[src/rtl/rr_arb_pkg.sv]
// Shared constants and helpers for the 4-requester round-robin arbiter.
// Optional per-requester transfer counters are enabled by RR_ARB_STATS_EN.
package rr_arb_pkg;

  localparam int unsigned N_REQ = 4;
  localparam int unsigned IDX_W = 2;
  localparam int unsigned CNT_W = 16;

  // One-hot grant to its binary index; an all-zero grant maps to 0.
  function automatic logic [IDX_W-1:0] onehot_to_idx(input logic [N_REQ-1:0] onehot);
    logic [IDX_W-1:0] idx;
    idx = '0;
    for (int i = 0; i < N_REQ; i++) begin
      if (onehot[i]) idx = idx | IDX_W'(i);
    end
    return idx;
  endfunction

endpackage

[src/rtl/rr_arb_onehot_4to1_pick4.sv]
// Combinational rotate-priority picker: first valid index at or after ptr wins.
module rr_pick4
  import rr_arb_pkg::*;
(
  input  logic [N_REQ-1:0] valid,
  input  logic [IDX_W-1:0] ptr,
  output logic [N_REQ-1:0] grant
);

  logic             found;
  logic [IDX_W-1:0] idx;

  always_comb begin
    grant = '0;
    found = 1'b0;
    idx   = '0;
    // idx wraps naturally at IDX_W bits, giving the mod-4 scan order
    for (int i = 0; i < N_REQ; i++) begin
      idx = ptr + IDX_W'(i);
      if (!found && valid[idx]) begin
        grant[idx] = 1'b1;
        found      = 1'b1;
      end
    end
  end

endmodule

[src/rtl/rr_arb_onehot_4to1.sv]
// Round-robin 4:1 arbiter feeding a single registered valid/ready output stage.
// Define RR_ARB_STATS_EN to add saturating per-requester transfer counters.
module rr_arb_onehot_4to1
  import rr_arb_pkg::*;
#(
  parameter int unsigned DATA_W = 32
) (
  input  logic              clock,
  input  logic              reset,
  input  logic [N_REQ-1:0]  io_in_valid,
  output logic [N_REQ-1:0]  io_in_ready,
  input  logic [DATA_W-1:0] io_in0,
  input  logic [DATA_W-1:0] io_in1,
  input  logic [DATA_W-1:0] io_in2,
  input  logic [DATA_W-1:0] io_in3,
  output logic              io_out_valid,
  input  logic              io_out_ready,
  output logic [DATA_W-1:0] io_out,
  output logic [N_REQ-1:0]  io_sel,
  output logic              io_busy
`ifdef RR_ARB_STATS_EN
  ,
  output logic [CNT_W-1:0]  io_cnt0,
  output logic [CNT_W-1:0]  io_cnt1,
  output logic [CNT_W-1:0]  io_cnt2,
  output logic [CNT_W-1:0]  io_cnt3
`endif
);

  logic [DATA_W-1:0] out_data;
  logic              out_valid;
  logic [N_REQ-1:0]  out_src;
  logic [IDX_W-1:0]  ptr;

  logic              accept;
  logic [N_REQ-1:0]  grant;
  logic [DATA_W-1:0] mux_word;
  logic [DATA_W-1:0] in_word [N_REQ];

  assign in_word[0] = io_in0;
  assign in_word[1] = io_in1;
  assign in_word[2] = io_in2;
  assign in_word[3] = io_in3;

  rr_pick4 u_pick (
    .valid (io_in_valid),
    .ptr   (ptr),
    .grant (grant)
  );

  // Output stage can take a word when empty or being drained this cycle
  assign accept      = ~out_valid | io_out_ready;
  assign io_in_ready = accept ? grant : '0;

  // One-hot AND-OR mux
  always_comb begin
    mux_word = '0;
    for (int k = 0; k < N_REQ; k++) begin
      mux_word = mux_word | (in_word[k] & {DATA_W{grant[k]}});
    end
  end

  always_ff @(posedge clock) begin
    if (reset) begin
      out_data  <= '0;
      out_valid <= 1'b0;
      out_src   <= '0;
      ptr       <= '0;
    end else if (accept) begin
      if (|grant) begin
        out_data  <= mux_word;
        out_valid <= 1'b1;
        out_src   <= grant;
        ptr       <= onehot_to_idx(grant) + IDX_W'(1);
      end else begin
        out_valid <= 1'b0;
        out_src   <= '0;
      end
    end
  end

  assign io_out       = out_data;
  assign io_out_valid = out_valid;
  assign io_sel       = out_src;
  assign io_busy      = out_valid & ~io_out_ready;

`ifdef RR_ARB_STATS_EN
  logic [CNT_W-1:0] cnt [N_REQ];

  // Saturating count of completed input transfers per requester
  always_ff @(posedge clock) begin
    if (reset) begin
      for (int i = 0; i < N_REQ; i++) cnt[i] <= '0;
    end else begin
      for (int i = 0; i < N_REQ; i++) begin
        if (io_in_valid[i] && io_in_ready[i] && (cnt[i] != '1)) begin
          cnt[i] <= cnt[i] + CNT_W'(1);
        end
      end
    end
  end

  assign io_cnt0 = cnt[0];
  assign io_cnt1 = cnt[1];
  assign io_cnt2 = cnt[2];
  assign io_cnt3 = cnt[3];
`endif

endmodule

[config.mk]
export PLATFORM = sky130hd
export DESIGN_NAME = rr_arb_onehot_4to1
export DESIGN_NICKNAME = d
export VERILOG_FILES = /design/src/rtl/rr_arb_pkg.sv /design/src/rtl/rr_arb_onehot_4to1_pick4.sv /design/src/rtl/rr_arb_onehot_4to1.sv
export SDC_FILE = /design/constraint.sdc
export NUM_CORES = 1
export LEC_CHECK = 0
export BUFFER_PORTS_ARGS = -buffer_cell sky130_fd_sc_hd__buf_4
export CAP_MARGIN = 10
export CORE_MARGIN = 2
export CORE_UTILIZATION = 46
export DETAILED_ROUTE_END_ITERATION = 7
export GPL_TIMING_DRIVEN = 0
export HOLD_SLACK_MARGIN = 0.03
export PLACE_DENSITY = 0.87
export SYNTH_ARGS = -nofsm -noshare
export SYNTH_HDL_FRONTEND = slang
export SYNTH_SLANG_ARGS = --single-unit
export TNS_END_PERCENT = 5
[constraint.sdc]
create_clock -name clock -period 3.3 [get_ports clock]
set_clock_uncertainty 0.1 [all_clocks]
set_input_delay 0.33 -clock clock [delete_from_list [all_inputs] [get_ports clock]]
set_output_delay 0.33 -clock clock [all_outputs]
set_load 0.01 [all_outputs]
---- Yosys cells after proc, flatten, opt, wreduce, memory -nomap -nowiden ----
Index checks and enable logic that the tools add are counted.
operators by class
  add/subtract/negate cells ............... 4
  order comparisons ....................... 8
  multiplexer cells ....................... 32
  bitwise operators ....................... 14
  reductions and logical operators ........ 12
operators with widths
  operator               count
  $and A32 B32 Y32       4
  $or A32 B32 Y32        3
  $mux W4                6
  $mux W1                13
  $lt A2 B3 Y1 const B   4
  $or A4 B4 Y4           3
  $mux W2                5
  $bmux W1 S2            4
  $demux W1 S2           4
  $ge A2 B1 Y1 const B   4
  $logic_and A1 B1 Y1    7
  $add A2 B1 Y2 const B  2
  $add A2 B2 Y2 const B  2
  $reduce_or A4 Y1       1
  $logic_not A1 Y1       3
  $not A1 Y1             2
  $reduce_and A2 Y1      1
  $and A1 B1 Y1          1
  $or A1 B1 Y1           1
word-level totals
  register bits ........................... 39
  input port bits ......................... 135
  output and inout port bits .............. 42
  word-level logic and storage cells ...... 74

---- Logic depth before layout (Yosys ltp) ----
Gate-level depths: netlist of the first run.
  word-level depth ........................ 19
  mapped depth ............................ 10
  mapped depth without buffers ............ 8

---- By module ----
From an unflattened synthesis of the first run, not the netlist that was laid out.
unflattened totals
  cell total of the unflattened synthesis .. 263
  area total of the unflattened synthesis .. 2426.1 µm²
by module, submodules not included
  module              times used  cells each  area each (µm²)  seq. area each (µm²)
  rr_arb_onehot_4to1  1           227         2088.3           780.7
  rr_pick4            1           36          337.8            0.0

---- Least setup slack after synthesis of the first run ----
OpenSTA, ideal clock, no wires.
  path kind ............................... register to output
  start ................................... register ptr[0]
  end ..................................... output io_in_ready[0]
  arrival time ............................ 2645 ps
  data required time ...................... 2870 ps
  slack ................................... 225 ps
  cell stages (with the launch flop) ...... 11
  buffers on the path ..................... 2
  cell sequence ........................... dfxtp_1 -> inv_1 -> ha_1 -> or3b_1 -> a2111oi_4 -> o21ai_1 -> nand3_1 -> buf_4 -> buf_4 -> nand2_1 -> inv_1
between the ends
  longest elaborated chain between the ends .. 13
  elaborated cells between the ends (all ways) .. 48
  those cells by class .................... add/sub: 3; order compare: 8; mux: 24; bitwise: 3; reduce/logical: 10
ends and longest elaborated chain
  element                                                                line                            RTL
  start, declared                                                        rr_arb_onehot_4to1.sv:33        logic [IDX_W-1:0] ptr;
  start signal, assigned                                                 rr_arb_onehot_4to1.sv:74        ptr <= onehot_to_idx(grant) + IDX_W'(1);
  parallel branches: the longest is 11 deep, another holds $lt A2 B3 Y1  --
  $mux W4 (*)                                                            rr_arb_onehot_4to1_pick4.sv:20  if (!found && valid[idx]) begin
  $mux W4 (*)                                                            rr_arb_onehot_4to1.sv:53        assign io_in_ready = accept ? grant : '0;
  end, declared                                                          rr_arb_onehot_4to1.sv:11        output logic [N_REQ-1:0] io_in_ready,
Every way passes the cells marked *. The select of a mux whose other input is x is not followed.

---- Final worst setup path of the first run ----
  start ................................... register ptr[1]
  end ..................................... output io_in_ready[3]
Same word-level chain as after synthesis.

==> summary.md, run 1 <==
| Metric | Value |
|---|---|
| Total power divided by cell area | `around 1000 nW/um^2` |
| Average wire per cell in the routed design | `~18 um` |
| Distinct cell type count after synthesis | `41` |
| Non-filler instance count after layout | `approximately 640` |
| Unrepaired setup endpoints after global routing | `no` |
| Data arrival time of the critical path | `between 2000 and 3000 ps` |
| FILL cells | `586` |
| Detailed placer's ending HPWL | `around 8800 um` |
| Fmax | `between 0.3 and 0.4 GHz` |
| Cell area after synthesis | `roughly 3300 sq um` |
| Worst hold path startpoint | `io_in3[24]` |
| Setup violation total in the final timing report | `0` |
| Share of cells above drive strength 1 | `47.2%` |
| Die outline area | `between 7000 and 8000 sq um` |
| Count of input and output buffers | `175` |
| Launching element type of the critical path | `flop` |
| Clk buf depth | `2` |
| Switching power as a share of total power | `49.2%` |
| Die extent in y | `~90 um` |
| Final Critical Period | `3170 ps` |
| Static leakage power | `2.05 nW` |
| Antenna violations before repair | `0` |
| Slew Limit Fails | `0` |
| Top-Level Pins | `approximately 180` |
| Avg Vias per Cell | `just over 6` |
| H-tree level count | `2` |
| Top cell type by total area after synthesis | `sky130_fd_sc_hd__dfxtp_1` |
| Total core area | `7140 sq um` |
| Clock tree from TritonCTS | `yes` |
| Initial standard-cell utilization of the core | `roughly 47%` |
| Comb power frac | `roughly 77%` |
| CTS sink count | `39` |
| Fraction of post-synthesis cell area in the top cell type by area | `between 20% and 30%` |
| Cell types with the largest area share after synthesis | `sky130_fd_sc_hd__dfxtp_1, sky130_fd_sc_hd__a22oi_1, sky130_fd_sc_hd__a311oi_2` |
| Mean Syn Cell Area | `roughly 9 sq um` |
| CP required | `between 2000 and 3000 ps` |
| Peak fanout along the critical path | `8` |
| Total of warnings raised by yosys | `0` |
| Worst Max-Slew Pin Slew | `around 790 ps` |
| Row cnt | `31` |
| Worst slew margin relative to its limit | `47.6%` |
| Final count of hold timing violations | `0` |
| Cts-stage hold buffer count | `0` |
| P_sw | `between 2 and 2.5 mW` |
| Worst min path class | `primary input to flop` |
| Power Total | `approximately 4.9 mW` |
| Number of enable flip-flop cells after synthesis | `0` |
| Reg-to-reg critical path startpoint | `ptr[1]` |
| Clock latency of the later-clocked register in the worst-skew pair | `300 ps` |
| Finished Core Util | `between 60% and 70%` |
| Synth-to-Final Area Change | `47.6%` |
| Number of inserted diodes | `0` |
| Critical path startpoint | `ptr[1]` |
| Most numerous cell types in the synthesized netlist | `sky130_fd_sc_hd__a22oi_1, sky130_fd_sc_hd__dfxtp_1, sky130_fd_sc_hd__nand2b_1, sky130_fd_sc_hd__o41ai_1, sky130_fd_sc_hd__nand4b_1` |
| Clock share of power | `about 6.8%` |
| Clock transition time at the flip-flop clock pins of the worst setup and hold paths | `~80 ps` |
| Final wirelength | `between 10000 and 15000 um` |
| Reg power frac | `16.2%` |
| RD Place Congestion | `roughly 0.91` |
| Inst Count DP | `~630` |
| Total Negative Setup Slacks | `0 ps` |
| Number of nets in the final layout | `685` |
| Part of the cycle the worst path needs | `between 90% and 100%` |
| Sequential area share after synthesis | `between 20% and 30%` |
| VDD IR-drop max | `around 0.56 mV` |
| Outcome | `finished, final reports clean` |
| Flops & latches, synth | `39` |
| CP Class | `flop to output pin` |
| Initial DRC Count | `around 270` |
| Remaining antenna violation count | `0` |
| Async S/R FF share, synth | `0%` |
| Global-route wire length before repair | `between 15000 and 20000 um` |
| Grt total ovfl | `0` |
| Vias in the first global route | `3654` |
| Net count after synthesis | `501` |
| Most used flip-flop cell after synthesis | `sky130_fd_sc_hd__dfxtp_1` |
| Pin count of the biggest net entering global routing | `14` |
| DRC violation count after routing | `0` |
| Horizontal die dimension | `about 89 um` |
| Length of the first detailed-routing pass in iterations | `5` |
| Global router's overall resource usage | `27.4%` |
| Post-Syn Instances | `360` |
| Critical path endpoint category | `output pin` |
| Vias after detailed routing | `4012` |
| Internal power contribution | `2.50 mW` |
| Reported max-cap violation count | `0` |
| Total CTS buffers | `5` |
| Clock root buffer | `sky130_fd_sc_hd__clkbuf_8` |
| Leading cell type by number of instances after synthesis | `sky130_fd_sc_hd__a22oi_1` |
[cells by family (layout without fill, tap and decap cells)]
group | Yosys count | in the layout | synth area share [%]
compound gates | 161 | 161 | 44.2
xor+xnor | 1 | 1 | 0.263
fa+ha+maj | 6 | 6 | 2.25
buf+inv | 51 | 236 | 7.69
flops | 39 | 39 | 23.4
mux | 5 | 5 | 2.33
simple gates | 97 | 97 | 19.9
[state kept, by name, indices dropped and copies added (netlist names)]
| name | flops |
|---|---|
| io_out | 32 |
| io_sel | 4 |
| ptr | 2 |
| io_out_valid | 1 |
[layout by cell type (no fill, tap or decap), types with 2 or more instances in the layout]
cell,instances
sky130_fd_sc_hd__buf_6,4
sky130_fd_sc_hd__nand4b_1,31
sky130_fd_sc_hd__and3_1,3
sky130_fd_sc_hd__buf_4,182
sky130_fd_sc_hd__nand3_1,2
sky130_fd_sc_hd__nor2_1,5
sky130_fd_sc_hd__clkinvlp_4,3
sky130_fd_sc_hd__a311oi_1,3
sky130_fd_sc_hd__clkbuf_1,18
sky130_fd_sc_hd__a211oi_4,2
sky130_fd_sc_hd__inv_1,6
sky130_fd_sc_hd__o21a_1,3
sky130_fd_sc_hd__clkbuf_8,5
sky130_fd_sc_hd__nand3_2,3
sky130_fd_sc_hd__dfxtp_1,37
sky130_fd_sc_hd__a311oi_2,28
sky130_fd_sc_hd__buf_2,16
sky130_fd_sc_hd__a21oi_1,6
sky130_fd_sc_hd__nand2b_1,32
sky130_fd_sc_hd__nand3b_1,4
sky130_fd_sc_hd__mux4_2,2
sky130_fd_sc_hd__ha_1,5
sky130_fd_sc_hd__a211oi_1,2
sky130_fd_sc_hd__a22oi_1,64
sky130_fd_sc_hd__o41ai_1,32
sky130_fd_sc_hd__o21ai_1,5
sky130_fd_sc_hd__mux2_1,2
sky130_fd_sc_hd__o21ai_2,2
sky130_fd_sc_hd__or3b_1,4
sky130_fd_sc_hd__nand2_1,11
sky130_fd_sc_hd__o21ai_0,5
sky130_fd_sc_hd__dfxtp_4,2
[worst max-delay path, stage by stage, from the launching register on]
cell,delay [ps]
sky130_fd_sc_hd__dfxtp_4,380
sky130_fd_sc_hd__inv_2,110
sky130_fd_sc_hd__ha_2,330
sky130_fd_sc_hd__or3b_1,430
sky130_fd_sc_hd__a2111oi_4,350
sky130_fd_sc_hd__buf_4,200
sky130_fd_sc_hd__o21ai_2,140
sky130_fd_sc_hd__and3_1,250
sky130_fd_sc_hd__nor2_1,120
sky130_fd_sc_hd__buf_4,140
[power groups by stage]
stage,Combinational (mW),Clock (mW),Sequential (mW)
6_report,3.79,0.335,0.797
5_1_grt,4.04,0.349,0.813
4_1_cts,3.72,0.329,0.804
3_5_place_dp,3.67,0,0.804
3_3_place_gp,3.57,0,0.794
2_1_floorplan,2.56,0,0.849
[final cells by class]
cell class / instances / area, sq um / area share (%)
clock buffer: 5 / 68.8 / 1.40
tap: 99 / 124 / 2.52
multi-input combinational: 270 / 2330 / 47.3
inverter: 8 / 33.8 / 0.686
buffer: 42 / 223 / 4.52
timing repair buffer: 178 / 1340 / 27.1
sequential: 39 / 788 / 16.0
clock inverter: 3 / 20.0 / 0.407
[per-stage QoR]
step / cell area [sq um] / hold WS [ps] / setup WS [ps]
finish: 4920 / 330 / 128
global placement: 4770 / 345 / -206
detailed placement: 4770 / 362 / -261
CTS: 4910 / 330 / 56.2
global route: 4920 / 332 / 40.3
floorplan: 3330 / 379 / 225
[timing repair]
item                       4_1_cts  5_1_grt
setup endpoints to repair       39        6
resized for setup               10        3
setup buffers                    2        1
pin swaps                        1        0
[layer usage]
metal / part of all wire, % / vias up / global-route usage (%)
li1: - / 1862 / -
met1: 40 / 1886 / 34.3
met2: 50 / 230 / 47.9
met3: 7.6 / 34 / 3.88
met4: 2.6 / 0 / 9.63
met5: 0 / - / 0
[path summary, 6_finish.rpt]
| path | cells past startpoint | endpoint | slack [ps] |
|---|---|---|---|
| min | 3 | io_out[24] | 330 |
| max reg2reg | 10 | io_out[0] | 210 |
| min reg2reg | 2 | io_sel[0] | 370 |
| max | 9 | io_in_ready[3] | 130 |
No activity file was read; power rests on OpenSTA's default activity.
==> inputs of run 2 (changes only) <==
--- a/config.mk
+++ b/config.mk
@@ -8,11 +8,11 @@
 export BUFFER_PORTS_ARGS = -buffer_cell sky130_fd_sc_hd__buf_4
 export CAP_MARGIN = 10
 export CORE_MARGIN = 2
-export CORE_UTILIZATION = 46
+export CORE_UTILIZATION = 42
 export DETAILED_ROUTE_END_ITERATION = 7
 export GPL_TIMING_DRIVEN = 0
 export HOLD_SLACK_MARGIN = 0.03
-export PLACE_DENSITY = 0.87
+export PLACE_DENSITY = 0.84
 export SYNTH_ARGS = -nofsm -noshare
 export SYNTH_HDL_FRONTEND = slang
 export SYNTH_SLANG_ARGS = --single-unit
==> constraint.sdc (replaced) <==
create_clock -name clock -period 2.9 [get_ports clock]
set_clock_uncertainty 0.1 [all_clocks]
set_input_delay 0.29 -clock clock [delete_from_list [all_inputs] [get_ports clock]]
set_output_delay 0.29 -clock clock [all_outputs]
set_load 0.01 [all_outputs]
==> run 2 against run 1 <==
The flow now finishes with violations (negative setup slack). Core utilization decreased by 2.5 points. Critical path type unchanged. Critical path depth unchanged. Highest routed layer unchanged. Die area increased by 9.1%. Clock power increased by 12%. Cell count increased by 1.6%.
==> summary.md, run 2 (synthesized netlist as in run 1, its figures left out) <==
| Metric | Value |
|---|---|
| Unrepaired setup endpoints after global routing | `yes` |
| Worst r2r path cells | `11` |
| Smallest setup slack after layout | `-13.5 ps` |
| Met3 Use GR | `under 10%` |
| Die outline area | `roughly 8700 sq um` |
| Critical path endpoint category | `output pin` |
| Reported max-cap violation count | `0` |
| Number of nets in the final layout | `between 600 and 700` |
| CTS sink count | `39` |
| Switching power as a share of total power | `48.1%` |
| Global router's overall resource usage | `between 20% and 30%` |
| Remaining antenna violation count | `0` |
| Share of cells above drive strength 1 | `between 50 and 60%` |
| Initial DRC Count | `around 250` |
| Clock tree from TritonCTS | `yes` |
| Length of the first detailed-routing pass in iterations | `5` |
| Total power divided by cell area | `about 1200 nW/um^2` |
| Clock root buffer | `sky130_fd_sc_hd__clkbuf_8` |
| Worst min path class | `primary input to flop` |
| Worst Setup Slack post-DPL | `-449 ps` |
| GR Util met1 | `between 30% and 40%` |
| Data arrival time of the critical path | `between 2000 and 3000 ps` |
| RD Place Congestion | `slightly above 0.8` |
| Clock share of power | `roughly 6.3%` |
| Antenna violations before repair | `0` |
| Global Route met2 Usage | `between 40% and 50%` |
| Final Critical Period | `2910 ps` |
| Total core area | `7730 sq um` |
| Flip-flop count of the largest register after layout | `32` |
| Reg-to-reg critical path startpoint | `ptr[0]` |
| Violated checks | `negative setup slack` |
| Clock latency of the later-clocked register in the worst-skew pair | `about 290 ps` |
| Worst hold path startpoint | `io_in3[6]` |
| Launching element type of the critical path | `flop` |
| Global-route wire length before repair | `19200 um` |
| Finished Core Util | `around 66%` |
| Synth-to-Final Area Change | `54.0%` |
| Slew Limit Fails | `0` |
| Worst Setup EP | `io_in_ready[3]` |
| Reg2Reg Setup Slack | `40 ps` |
| Internal power contribution | `a little over 3 mW` |
| Static leakage power | `2.14 nW` |
| Vias in the first global route | `approximately 4000` |
| Outcome | `finished with violations` |
| VDD IR-drop max | `slightly above 0.6 mV` |
| Average wire per cell in the routed design | `slightly below 20 um` |
| DRC violation count after routing | `0` |
| Avg Vias per Cell | `slightly above 6` |
| RR Endpoint | `io_out[21]` |
| Die extent in y | `~93 um` |
| Power Total | `5.98 mW` |
| Fmax | `approximately 0.34 GHz` |
| Vias after detailed routing | `between 4000 and 5000` |
| CP required | `~2500 ps` |
| H-tree level count | `2` |
| Initial standard-cell utilization of the core | `a little over two fifths` |
| Number of inserted diodes | `0` |
| Most common cell after layout, fill and taps aside | `sky130_fd_sc_hd__buf_4` |
| Row cnt | `32` |
| Horizontal die dimension | `around 93 um` |
| Clk buf depth | `2` |
| Final count of hold timing violations | `0` |
| Top-Level Pins | `177` |
| GRT busiest layer | `met2` |
| Detailed placer's ending HPWL | `9240 um` |
| Clock transition time at the flip-flop clock pins of the worst setup and hold paths | `~90 ps` |
| CP Class | `flop to output pin` |
| Total CTS buffers | `5` |
| Worst Max-Slew Pin Slew | `772 ps` |
| Grt total ovfl | `0` |
| Peak fanout along the critical path | `7` |
| Final wirelength | `approximately 13000 um` |
| Pin count of the biggest net entering global routing | `13` |
| P_sw | `about 2.9 mW` |
| Comb power frac | `about four fifths` |
| Total Negative Setup Slacks | `-22.6 ps` |
| Count of input and output buffers | `about 180` |
| Part of the cycle the worst path needs | `100%` |
| Setup violation total in the final timing report | `2` |
| Cts-stage hold buffer count | `0` |
| Commonest cells after routing, fill and taps aside | `sky130_fd_sc_hd__buf_4, sky130_fd_sc_hd__a22oi_1, sky130_fd_sc_hd__dfxtp_1, sky130_fd_sc_hd__nand2b_1, sky130_fd_sc_hd__nand4b_1` |
| Worst slew margin relative to its limit | `between 40 and 50%` |
| Critical path startpoint | `ptr[0]` |
| Reg power frac | `15.1%` |
run 2: power by group through the flow:
| stage | clock (mW) | combinational, mW | sequential [mW] |
|---|---|---|---|
| floorplan | 0 | 2.91 | 0.968 |
| global placement | 0 | 4.09 | 0.903 |
| detailed placement | 0 | 4.18 | 0.918 |
| CTS | 0.375 | 4.42 | 0.895 |
| global route | 0.398 | 5.02 | 0.924 |
| finish | 0.375 | 4.70 | 0.901 |
run 2: worst max-delay path, cell delays in order, from the launching register on:
cell                         delay, ps
sky130_fd_sc_hd__dfxtp_4           370
sky130_fd_sc_hd__clkinvlp_4        110
sky130_fd_sc_hd__ha_4              280
sky130_fd_sc_hd__or3b_4            380
sky130_fd_sc_hd__a2111oi_4         350
sky130_fd_sc_hd__buf_4             220
sky130_fd_sc_hd__o21ai_4           110
sky130_fd_sc_hd__and3_4            210
sky130_fd_sc_hd__nor2_1             80
sky130_fd_sc_hd__buf_4             130
run 2: routing by layer:
| metal | routed length (um) | vias up |
|---|---|---|
| met2 | 6380 | 230 |
| li1 | - | 1876 |
| met5 | 0 | - |
| met4 | 401 | 0 |
| met3 | 1070 | 41 |
| met1 | 4820 | 1924 |
run 2: area by class of cell:
type / count / area (sq um)
fill: 636 / 2590
multi-input combinational: 270 / 2430
timing repair buffer: 184 / 1380
sequential: 39 / 788
buffer: 43 / 287
tap: 102 / 128
clock buffer: 6 / 72.6
inverter: 8 / 33.8
clock inverter: 2 / 12.5
run 2: what timing repair did:
action,in CTS,in global routing
endpoints found under the setup margin,40,38
resized for setup,24,40
pin swaps,4,9
buffers inserted,7,2
run 2: stage by stage:
stage	std cells	hold WS, ps	area [sq um]
3_3_place_gp	637	348	4780
3_5_place_dp	637	359	4780
5_1_grt	654	305	5130
4_1_cts	652	292	5000
2_1_floorplan	360	379	3340
6_report	654	285	5130
run 2: how the worst min path moves through the flow:
stage	endpoint	cells after the start
after floorplan	io_out[29]	2
after global placement	io_sel[0]	2
after detailed placement	io_sel[0]	2
after CTS	io_out[30]	3
after global routing	io_out[24]	3
final	io_out[6]	3
==> inputs of run 3 (changes only) <==
--- a/config.mk
+++ b/config.mk
@@ -6,13 +6,14 @@
 export NUM_CORES = 1
 export LEC_CHECK = 0
 export BUFFER_PORTS_ARGS = -buffer_cell sky130_fd_sc_hd__buf_4
-export CAP_MARGIN = 10
+export CAP_MARGIN = 30
 export CORE_MARGIN = 2
 export CORE_UTILIZATION = 42
 export DETAILED_ROUTE_END_ITERATION = 7
 export GPL_TIMING_DRIVEN = 0
 export HOLD_SLACK_MARGIN = 0.03
 export PLACE_DENSITY = 0.84
+export REMOVE_ABC_BUFFERS = 1
 export SYNTH_ARGS = -nofsm -noshare
 export SYNTH_HDL_FRONTEND = slang
 export SYNTH_SLANG_ARGS = --single-unit
==> run 3 against run 2 <==
The flow still finishes with violations (negative setup slack). Wire length up 9.3%. Power up 5.1%. Sequential share of layout area decreased by 0.56 points. Via count rose by 1.5%. Sequential power fell by 2%.
==> summary.md, run 3 (synthesized netlist as in run 1, its figures left out) <==
| Metric | Value |
|---|---|
| Flip-flop count of the largest register after layout | `32` |
| Clock tree from TritonCTS | `yes` |
| Most frequent CP cell | `sky130_fd_sc_hd__buf_4` |
| Reg-to-reg critical path startpoint | `ptr[0]` |
| Remaining antenna violation count | `0` |
| Critical path endpoint category | `output pin` |
| Worst slew margin relative to its limit | `between 40 and 50%` |
| CP Class | `flop to output pin` |
| Reported max-cap violation count | `0` |
| Commonest cells after routing, fill and taps aside | `sky130_fd_sc_hd__buf_4, sky130_fd_sc_hd__a22oi_1, sky130_fd_sc_hd__dfxtp_1, sky130_fd_sc_hd__nand2b_1, sky130_fd_sc_hd__o41ai_1` |
| Delay contributed by the slowest stage of the critical path | `~370 ps` |
| Total core area | `slightly below 8000 sq um` |
| Number of nets in the final layout | `676` |
| Setup violation total in the final timing report | `33` |
| Power Total | `between 6 and 7 mW` |
| Synth-to-Final Area Change | `59.8%` |
| Row cnt | `32` |
| Critical path startpoint | `ptr[0]` |
| Clock transition time at the flip-flop clock pins of the worst setup and hold paths | `~90 ps` |
| Static leakage power | `2.20 nW` |
| Worst hold path startpoint | `io_in3[12]` |
| Grt total ovfl | `0` |
| Total power divided by cell area | `between 1000 and 1500 nW/um^2` |
| Reg2Reg Setup Slack | `-70 ps` |
| Global-route wire length before repair | `about 21000 um` |
| Area of all placed cells without fillers | `5330 sq um` |
| DRC violation count after routing | `0` |
| Unrepaired setup endpoints after global routing | `yes` |
| Share of cells above drive strength 1 | `between 50% and 60%` |
| Top-Level Pins | `177` |
| Initial standard-cell utilization of the core | `between 40% and 50%` |
| Min Hold Slack | `approximately 310 ps` |
| Total CTS buffers | `5` |
| Peak fanout along the critical path | `19` |
| VDD IR-drop max | `approximately 0.52 mV` |
| Smallest setup slack after layout | `-110 ps` |
| Most common cell after layout, fill and taps aside | `sky130_fd_sc_hd__buf_4` |
| Avg Vias per Cell | `approximately 6.5` |
| RR Endpoint | `io_out[31]` |
| Worst r2r path cells | `10` |
| Worst Setup EP | `io_in_ready[3]` |
| Non-filler instance count after layout | `roughly 640` |
| Launching element type of the critical path | `flop` |
| Finished Core Util | `around 69%` |
| Slew Limit Fails | `0` |
| Part of the cycle the worst path needs | `104%` |
| Average wire per cell in the routed design | `~22 um` |
| Length of the first detailed-routing pass in iterations | `6` |
| Fmax | `about 0.33 GHz` |
| Antenna violations before repair | `0` |
| Vias in the first global route | `between 4000 and 5000` |
| Global router's overall resource usage | `between 30% and 40%` |
| CTS sink count | `39` |
| CP required | `between 2000 and 3000 ps` |
| Slowest-stage cell, CP | `sky130_fd_sc_hd__dfxtp_4` |
| Pin count of the biggest net entering global routing | `40` |
| Worst-path cell chain | `clkinvlp_4, ha_4, mux2_1, a211oi_4, buf_4, o21ai_4, buf_8, and3_4, nor2_2, buf_4` |
| Total Negative Setup Slacks | `-1140 ps` |
| H-tree level count | `2` |
| Clk buf depth | `2` |
| Violated checks | `negative setup slack` |
| Data arrival time of the critical path | `2620 ps` |
| Worst Max-Slew Pin Slew | `~830 ps` |
| Horizontal die dimension | `between 90 and 100 um` |
| Worst Setup Slack post-DPL | `-1680 ps` |
| RD Place Congestion | `slightly below 0.9` |
| Vias after detailed routing | `around 4100` |
| Number of inserted diodes | `0` |
| Detailed placer's ending HPWL | `8070 um` |
| Hold path depth | `3` |
| Inst Count DP | `around 600` |
| Worst min path class | `primary input to flop` |
| Outcome | `finished with violations` |
| Die extent in y | `a little over 90 um` |
| Count of input and output buffers | `176` |
| Placed instance area | `about 4800 sq um` |
| Final Critical Period | `roughly 3000 ps` |
| Initial DRC Count | `between 200 and 300` |
| Clock latency of the later-clocked register in the worst-skew pair | `between 200 and 300 ps` |
| Final wirelength | `around 14000 um` |
| Clock root buffer | `sky130_fd_sc_hd__clkbuf_8` |
| Die outline area | `8670 sq um` |
| Final count of hold timing violations | `0` |
[run 3: cell types whose count changed in the layout (fill, tap and decap cells not counted), moves of 3 or more]
cell,change
sky130_fd_sc_hd__buf_12,+4
sky130_fd_sc_hd__buf_16,+4
sky130_fd_sc_hd__buf_2,-6
sky130_fd_sc_hd__buf_6,-8
sky130_fd_sc_hd__clkbuf_1,-13
sky130_fd_sc_hd__clkbuf_2,-4
sky130_fd_sc_hd__clkbuf_4,-3
sky130_fd_sc_hd__nand3_4,+4
sky130_fd_sc_hd__o21ai_4,+3
sky130_fd_sc_hd__o41a_4,+3
sky130_fd_sc_hd__o41ai_1,+4
sky130_fd_sc_hd__o41ai_2,-4
[run 3: how the worst min path moves through the flow]
stage and endpoint:
4_1_cts io_out[0], 3_5_place_dp io_sel[0], 2_1_floorplan io_out[10], 5_1_grt io_out[21], 3_3_place_gp io_sel[0], 6_report io_out[12]
[run 3: per-layer routing]
metal / global-route usage (%) / wire length, um
met5: 0 / 0
met4: 14.3 / 493
met3: 5.16 / 1070
met2: 55.4 / 7110
met1: 34.5 / 5170
[run 3: cell type report]
cell class,count,area [sq um]
inverters,8,33.8
clock buffers,7,76.3
repair buffers,205,1740
fillers,596,2400
flip-flops and latches,39,788
multi-input cells,276,2560
clock inverters,1,5.00
well taps,102,128
[run 3: power by group]
group	internal (mW)	switching [mW]
Sequential	0.763	0.124
Clock	0.169	0.200
Combinational	2.33	2.70
Total	3.26	3.03
[run 3: what timing repair did]
action                     in CTS  in global routing
setup endpoints to repair      42                 38
hold buffers                    0                  0
setup buffers                  19                  0
pin swaps                      14                  0
cloned                          8                  0
resized for setup              39                  5
[run 3: worst max-delay path, delay by kind of cell (launching register included)]
kind / cells / cell delay [ps]
AND/OR/NAND/NOR: 2 / 260
buffers and inverters: 4 / 640
multiplexers: 1 / 370
flip-flops: 1 / 370
AO/OA/AOI/OAI: 2 / 350
adder cells (fa/ha/maj): 1 / 330
